**src/rtl/axis_bram_adapter_v1_0_bram_writer.sv**
```systemverilog
// Stream-to-BRAM writer: stores a programmed number of upstream words at
// consecutive byte addresses from a base and throttles the front end via DIN_ACCEP.
module axis_bram_adapter_v1_0_bram_writer #(
    parameter int C_S_AXIS_TDATA_WIDTH = 32,
    parameter int C_BRAM_ADDR_WIDTH    = 32,
    parameter int C_COUNT_WIDTH        = 16
) (
    input  logic                              S_AXIS_ACLK,
    input  logic                              S_AXIS_ARESETN,
    input  logic [C_S_AXIS_TDATA_WIDTH-1:0]   DIN,
    input  logic                              DIN_VALID,
    output logic                              DIN_ACCEP,
    input  logic                              START,
    input  logic [C_BRAM_ADDR_WIDTH-1:0]      BASE_ADDR,
    input  logic [C_COUNT_WIDTH-1:0]          WORD_COUNT,
    output logic                              BUSY,
    output logic                              DONE,
    output logic [C_COUNT_WIDTH-1:0]          WORDS_WRITTEN,
    output logic                              OVERRUN,
    output logic                              BRAM_EN,
    output logic [C_S_AXIS_TDATA_WIDTH/8-1:0] BRAM_WE,
    output logic [C_BRAM_ADDR_WIDTH-1:0]      BRAM_ADDR,
    output logic [C_S_AXIS_TDATA_WIDTH-1:0]   BRAM_DIN
);

    localparam int BYTES = C_S_AXIS_TDATA_WIDTH / 8;
    localparam int CW1   = C_COUNT_WIDTH + 1;

    typedef enum logic [0:0] {
        ST_IDLE  = 1'b0,
        ST_WRITE = 1'b1
    } state_t;

    state_t                            r_state;
    state_t                            w_state_next;
    logic [C_BRAM_ADDR_WIDTH-1:0]      r_base;
    logic [C_COUNT_WIDTH-1:0]          r_count;
    logic [C_COUNT_WIDTH-1:0]          r_words_written;
    logic                              r_pending;
    logic                              r_overrun;
    logic                              r_done;
    logic                              r_bram_en;
    logic [C_BRAM_ADDR_WIDTH-1:0]      r_bram_addr;
    logic [C_S_AXIS_TDATA_WIDTH-1:0]   r_bram_din;

    logic                              w_start_job;
    logic                              w_start_zero;
    logic                              w_capture;
    logic                              w_last;
    logic                              w_stray;
    logic                              w_din_accep;
    logic [C_COUNT_WIDTH-1:0]          w_ww_inc;
    logic [CW1-1:0]                    w_in_flight;
    logic [C_BRAM_ADDR_WIDTH-1:0]      w_addr;

    // Acceptance budget: words written plus the one possibly in flight
    always_comb begin
        w_in_flight = {1'b0, r_words_written} + {{C_COUNT_WIDTH{1'b0}}, r_pending};
        w_din_accep = (r_state == ST_WRITE) && (w_in_flight < {1'b0, r_count});
    end

    // Progress increment and target address, both modulo their widths
    always_comb begin
        w_ww_inc = r_words_written + {{(C_COUNT_WIDTH-1){1'b0}}, 1'b1};
        w_addr   = r_base + (C_BRAM_ADDR_WIDTH'(r_words_written) * C_BRAM_ADDR_WIDTH'(BYTES));
    end

    // Next-state and per-cycle control decode
    always_comb begin
        w_state_next = r_state;
        w_start_job  = 1'b0;
        w_start_zero = 1'b0;
        w_capture    = 1'b0;
        w_last       = 1'b0;
        w_stray      = 1'b0;
        case (r_state)
            ST_IDLE: begin
                w_stray = DIN_VALID;
                if (START) begin
                    if (WORD_COUNT != {C_COUNT_WIDTH{1'b0}}) begin
                        w_start_job  = 1'b1;
                        w_state_next = ST_WRITE;
                    end else begin
                        w_start_zero = 1'b1;
                        w_state_next = ST_IDLE;
                    end
                end else begin
                    w_state_next = ST_IDLE;
                end
            end
            ST_WRITE: begin
                w_capture = DIN_VALID;
                w_last    = DIN_VALID && (w_ww_inc == r_count);
                if (w_last) begin
                    w_state_next = ST_IDLE;
                end else begin
                    w_state_next = ST_WRITE;
                end
            end
            default: begin
                w_state_next = ST_IDLE;
            end
        endcase
    end

    // State register
    always_ff @(posedge S_AXIS_ACLK) begin
        if (!S_AXIS_ARESETN) begin
            r_state <= ST_IDLE;
        end else begin
            r_state <= w_state_next;
        end
    end

    // Job parameters, progress, completion pulse and BRAM write port
    always_ff @(posedge S_AXIS_ACLK) begin
        if (!S_AXIS_ARESETN) begin
            r_base          <= {C_BRAM_ADDR_WIDTH{1'b0}};
            r_count         <= {C_COUNT_WIDTH{1'b0}};
            r_words_written <= {C_COUNT_WIDTH{1'b0}};
            r_pending       <= 1'b0;
            r_done          <= 1'b0;
            r_bram_en       <= 1'b0;
            r_bram_addr     <= {C_BRAM_ADDR_WIDTH{1'b0}};
            r_bram_din      <= {C_S_AXIS_TDATA_WIDTH{1'b0}};
        end else begin
            r_pending <= w_din_accep;
            r_done    <= 1'b0;
            r_bram_en <= 1'b0;
            if (w_start_job) begin
                r_base          <= BASE_ADDR;
                r_count         <= WORD_COUNT;
                r_words_written <= {C_COUNT_WIDTH{1'b0}};
            end else if (w_start_zero) begin
                r_words_written <= {C_COUNT_WIDTH{1'b0}};
                r_done          <= 1'b1;
            end else if (w_capture) begin
                r_bram_en       <= 1'b1;
                r_bram_addr     <= w_addr;
                r_bram_din      <= DIN;
                r_words_written <= w_ww_inc;
                r_done          <= w_last;
            end
        end
    end

    // Sticky overrun; a stray word in the START cycle still counts as stray
    always_ff @(posedge S_AXIS_ACLK) begin
        if (!S_AXIS_ARESETN) begin
            r_overrun <= 1'b0;
        end else if (w_stray) begin
            r_overrun <= 1'b1;
        end else if (w_start_job || w_start_zero) begin
            r_overrun <= 1'b0;
        end
    end

    assign DIN_ACCEP     = w_din_accep;
    assign BUSY          = (r_state == ST_WRITE);
    assign DONE          = r_done;
    assign WORDS_WRITTEN = r_words_written;
    assign OVERRUN       = r_overrun;
    assign BRAM_EN       = r_bram_en;
    assign BRAM_WE       = {BYTES{r_bram_en}};
    assign BRAM_ADDR     = r_bram_addr;
    assign BRAM_DIN      = r_bram_din;

endmodule

```
**config.mk**
```make
export PLATFORM = sky130hd
export DESIGN_NAME = axis_bram_adapter_v1_0_bram_writer
export DESIGN_NICKNAME = d
export VERILOG_FILES = /design/src/rtl/axis_bram_adapter_v1_0_bram_writer.sv
export SDC_FILE = /design/constraint.sdc
export NUM_CORES = 1
export LEC_CHECK = 0
export BUFFER_PORTS_ARGS = -buffer_cell sky130_fd_sc_hd__buf_2
export CORE_MARGIN = 4
export CORE_UTILIZATION = 30
export DETAILED_ROUTE_END_ITERATION = 12
export GPL_TIMING_DRIVEN = 1
export PLACE_DENSITY = 0.54
export SYNTH_ARGS = -nofsm -noshare
export SYNTH_HDL_FRONTEND = slang
export SYNTH_SLANG_ARGS = --single-unit
```
**constraint.sdc**
```tcl
create_clock -name S_AXIS_ACLK -period 6.45 [get_ports S_AXIS_ACLK]
set_input_delay 0 -clock S_AXIS_ACLK [delete_from_list [all_inputs] [get_ports S_AXIS_ACLK]]
set_output_delay 0 -clock S_AXIS_ACLK [all_outputs]
set_load 0.1 [all_outputs]
```
==> Word level (Yosys, flattened, before mapping) <==
Index checks and enable logic that the tools add are counted.
{ "totals": {"register_bits": 133, "in_bits": 84, "output_inout_bits": 89, "elab_cells": 43} }
{ "classes": {"add_sub_neg": 3, "n_lt_le_gt_ge": 1, "n_eq_ne": 1, "mux": 16, "n_bitwise": 4, "n_reduce_logical": 8} }
{ "ops": {"columns": ["operator", "n"], "rows": [
  ["32-bit by 18-bit adder with 32-bit output", 1],
  ["16-bit by 1-bit adder with 17-bit output", 1],
  ["17-bit by 16-bit < comparator with 1-bit output", 1],
  ["16-bit by 1-bit adder with 16-bit output, second input constant", 1],
  ["16-bit == test", 1],
  ["16-bit nonzero test", 1],
  ["1-bit two-way mux", 15],
  ["1-bit inverter", 4],
  ["3-bit AND reduction", 1],
  ["3-bit OR reduction", 1],
  ["1-bit logical AND", 2],
  ["1-bit case mux with 2 select lines", 1],
  ["2-bit nonzero test", 1],
  ["2-bit OR reduction", 1],
  ["1-bit logical OR", 1]
]} }

==> Depth between registers and ports, before layout <==
{ "depth": {"word_depth": 7, "mapped_depth": 14, "depth_no_buf": 14} }

==> Worst setup path before layout <==
Ideal clock, no wire load.
{ "synth_path": {"path_kind": "register to output", "start": "reg r_words_written[0], in the netlist WORDS_WRITTEN[0]", "end": "out DIN_ACCEP", "t_arrival_ps": 4617, "required_ps": 6450, "path_slack_ps": 1833, "stages_incl_launch_ff": 13, "n_path_buf": 0, "path_cell_list": "dfxtp_1 ha_1 and3_1 nand3_1 nor2_1 nand2_1 xnor2_1 ha_1 nor2b_1 o21ai_0 nand2_1 a211o_1 a21oi_1"} }
{ "synth_via": {"elab_chain_cells": 3} }
{ "synth_lines": {"columns": ["element", "line_no", "source"], "rows": [
  ["start: declaration", "38", "logic [C_COUNT_WIDTH-1:0] r_words_written;"],
  ["start signal: assignment", "120", "r_words_written <= {C_COUNT_WIDTH{1'b0}};"],
  ["start signal: assignment", "133", "r_words_written <= {C_COUNT_WIDTH{1'b0}};"],
  ["start signal: assignment", "135", "r_words_written <= {C_COUNT_WIDTH{1'b0}};"],
  ["16-bit by 1-bit adder with 17-bit output", "58", "w_in_flight = {1'b0, r_words_written} + {{C_COUNT_WIDTH{1'b0}}, r_pending};"],
  ["17-bit by 16-bit < comparator with 1-bit output", "59", "w_din_accep = (r_state == ST_WRITE) && (w_in_flight < {1'b0, r_count});"],
  ["1-bit logical AND", "59", null],
  ["end: declaration", "12", "output logic DIN_ACCEP,"]
]} }
Every way passes these cells.

==> Worst setup path in the final report <==
Same ends and word-level chain as after synthesis.

==> impl_metrics.py <==
metrics = {
    "logic_synthesis": {
        "netlist_area_um2": 6990,
        "synthCells": 904,
        "synth_warnings": 0,
        "yosysSeqAreaShare": 0.381,
        "synth_enable_flop_cells": 0,
        "synth-main-ff-cell": "dfxtp_1",
        "synth-async-reset-ratio": 0,
        "synth_nets": 1023,
        "ys_ff_latch": 133,
        "synthDistinctLibCells": 62,
        "syn_avg_cell_area_um2": 7.73,
    },
    "detailed_routing": {
        "ant_nets": 0,
        "wl_per_cell_um": 15.1,
        "num_vias": 6876,
        "via_per_inst": 4.76,
        "routed_wl_um": 21800,
        "drt_iter0_drc": 327,
        "post-route-drc-count": 0,
        "dr.pass1.iters": 4,
    },
    "final_layout": {
        "fin_util": 0.415,
        "drive_gt1_frac": 0.197,
        "num_antenna_cells": 0,
        "fin_area_um2": 9460,
        "layout.cells.most_common": "nand2_1",
        "area_delta_synth_final_pct": 35.3,
        "final_cell_mix": "212 x nand2_1, 172 x buf_2, 133 x dfxtp_1, 115 x a21oi_1, 81 x dlygate4sd3_1",
        "finalNetCount": 1237,
        "nFillCells": 2322,
    },
    "setup_path": {
        "cp_max_fo": 9,
        "regToRegStartpoint": "WORDS_WRITTEN[0]",
        "cp.required_ns": 6.45,
        "cp-startpoint": "WORDS_WRITTEN[0]",
        "endpoint_kind": "primary output",
        "startpoint_type": "register",
        "worstPathArrival_ns": 3.89,
        "reg2reg_setup_slack_ns": 3.34,
        "worstSetupPathType": "reg -> out",
    },
    "placement": {
        "port_buffers": 172,
        "dpl-instance-area_um2": 8030,
        "finalWeightedCongestion": 0.843,
        "hpwlAfterDp_um": 15000,
    },
    "floorplanning": {
        "ios": 173,
        "design.die.area_um2": 25800,
        "num_rows": 55,
        "initial_utilization": 0.307,
        "die_w_um": 161,
        "fp.dieH_um": 161,
        "fp.coreArea_um2": 22800,
    },
    "timing": {
        "final_hold_viol_count": 0,
        "finalCriticalPeriod_ns": 3.89,
        "finalSetupViolations": 0,
        "max_freq_ghz": 0.257,
        "timing.final.crit_share": 0.603,
        "maxSlewHeadroom": 0.401,
        "slew_viol_final": 0,
        "tightestPinTransition_ns": 0.898,
        "finClkSkew_ns": 0.0106,
        "fin_setup_tns_ns": 0,
        "rsz0062_at_grt": "no",
    },
    "clock_network": {
        "clk_path_buf_depth": 2,
        "cts.sinks": 133,
        "cts_buffers": 17,
        "clk_pin_slew_ns": 0.06,
        "root_buffer": "clkbuf_16",
        "cts_tree": "yes",
        "post-cts-setup-buffers": 0,
        "htree_levels": 4,
        "clock_latency_ns": 0.42,
    },
    "grt": {
        "grt_pass1_vias": 6474,
        "grt_max_degree": 78,
        "grt_overflow": 0,
        "antenna_found_initial": 1,
        "grt_pass1_wl_um": 34900,
        "grt_usage": 0.166,
    },
    "flow_run": {
        "maxCapViolations": 0,
    },
    "run_status": {
        "outcome": "completed",
    },
    "power": {
        "leakage_uw": 0.00407,
        "ir_drop_uv": 151,
        "power_density_nw_per_um2": 244,
    },
    "hold_path": {
        "hold_path.class": "in -> reg",
        "hp-start": "START",
    },
}
==> through the flow <==
| step | total power [µW] | cells | worst slack [ns] | hold slack, ns |
|---|---|---|---|---|
| after detailed placement | 1250 | 1331 | 3.03 | 0.246 |
| after floorplan | 1160 | 904 | 1.83 | 0.136 |
| after CTS | 2330 | 1444 | 2.51 | 0.0349 |
| final | 2300 | 1444 | 2.56 | 0.0456 |
| after global routing | 2400 | 1444 | 2.24 | 0.0926 |
| after global placement | 1240 | 1331 | 3.09 | 0.240 |
==> area by class of cell <==
cell class,count,area [µm²],share of cell area
multi-input combinational,683,3980,0.421
sequential,133,2660,0.282
timing repair buffer,258,1710,0.181
clock buffer,19,443,0.0468
tap,313,392,0.0414
clock inverter,13,173,0.0183
inverter,25,95.1,0.0101
==> report_power, final <==
part | switching [µW] | total (µW) | internal [µW]
registers | 28.2 | 886 | 858
clock network | 412 | 1040 | 626
logic | 263 | 380 | 117
==> critical path, cell delays in order (launching register included) <==
cell	delay (ns)
dfxtp_1	0.53
ha_1	0.23
and3_1	0.20
nand3_1	0.12
nor2_1	0.35
nand2_1	0.12
xnor2_1	0.15
ha_1	0.32
nor2b_1	0.15
o21ai_0	0.22
nand2_1	0.12
a211o_1	0.30
a21oi_1	0.19
buf_2	0.46
==> per-layer routing <==
metal	vias to the layer above	GRT usage	wire, µm
li1	3538	-	-
met1	3153	0.227	10500
met2	157	0.264	9970
met3	26	0.0336	952
met4	2	0.0512	400
met5	-	0	12
==> cell families after synthesis <==
logic type / after synthesis / synth area share
adders and majority gates: 35 / 0.0637
DFF: 133 / 0.381
buffers and inverters: 88 / 0.0519
xor gates and xnor gates: 60 / 0.0752
muxes: 5 / 0.00716
AOI/OAI and AO/OA: 211 / 0.186
and+or+nand+nor: 372 / 0.235
==> path summary, 6_finish.rpt <==
check	endpoint	depth (start not counted)
setup reg to reg	r_pending	12
hold / removal	OVERRUN	4
setup / recovery	DIN_ACCEP	13
hold reg to reg	BRAM_ADDR[7]	2
==> registers in the layout, indices dropped and copies added, names as in the netlist <==
| name | cells |
|---|---|
| DONE | 1 |
| r_base | 32 |
| BRAM_DIN | 32 |
| WORDS_WRITTEN | 16 |
| BRAM_EN | 1 |
| BRAM_ADDR | 32 |
| OVERRUN | 1 |
| r_pending | 1 |
| r_count | 16 |
| BUSY | 1 |
==> cell usage after synthesis (all sizes together), types with 2 or more instances <==
cell type	instances	share of area
a211o	3	0.0038
a211oi	14	0.016
a21o	11	0.012
a21oi	116	0.085
a22oi	2	0.0021
a31oi	6	0.0054
a41oi	3	0.0038
and2	3	0.0027
and3	8	0.0079
and4	2	0.0025
buf	19	0.015
clkbuf	44	0.024
dfxtp	133	0.38
ha	34	0.061
inv	25	0.013
mux2i	5	0.0072
nand2	213	0.11
nand2b	6	0.0054
nand3	30	0.021
nand4	14	0.013
nor2	51	0.027
nor2b	4	0.0036
nor3	18	0.013
nor4	12	0.013
o211ai	2	0.0021
o21a	9	0.0097
o21ai	24	0.017
o22ai	2	0.0018
o31a	4	0.0050
or3	3	0.0027
or4	3	0.0032
xnor2	32	0.040
xor2	28	0.035
==> timing repair <==
item	CTS	global route
hold endpoints to repair	82	0
hold buffers	81	0
resized for setup	0	0
No activity file was read; power rests on OpenSTA's default activity.
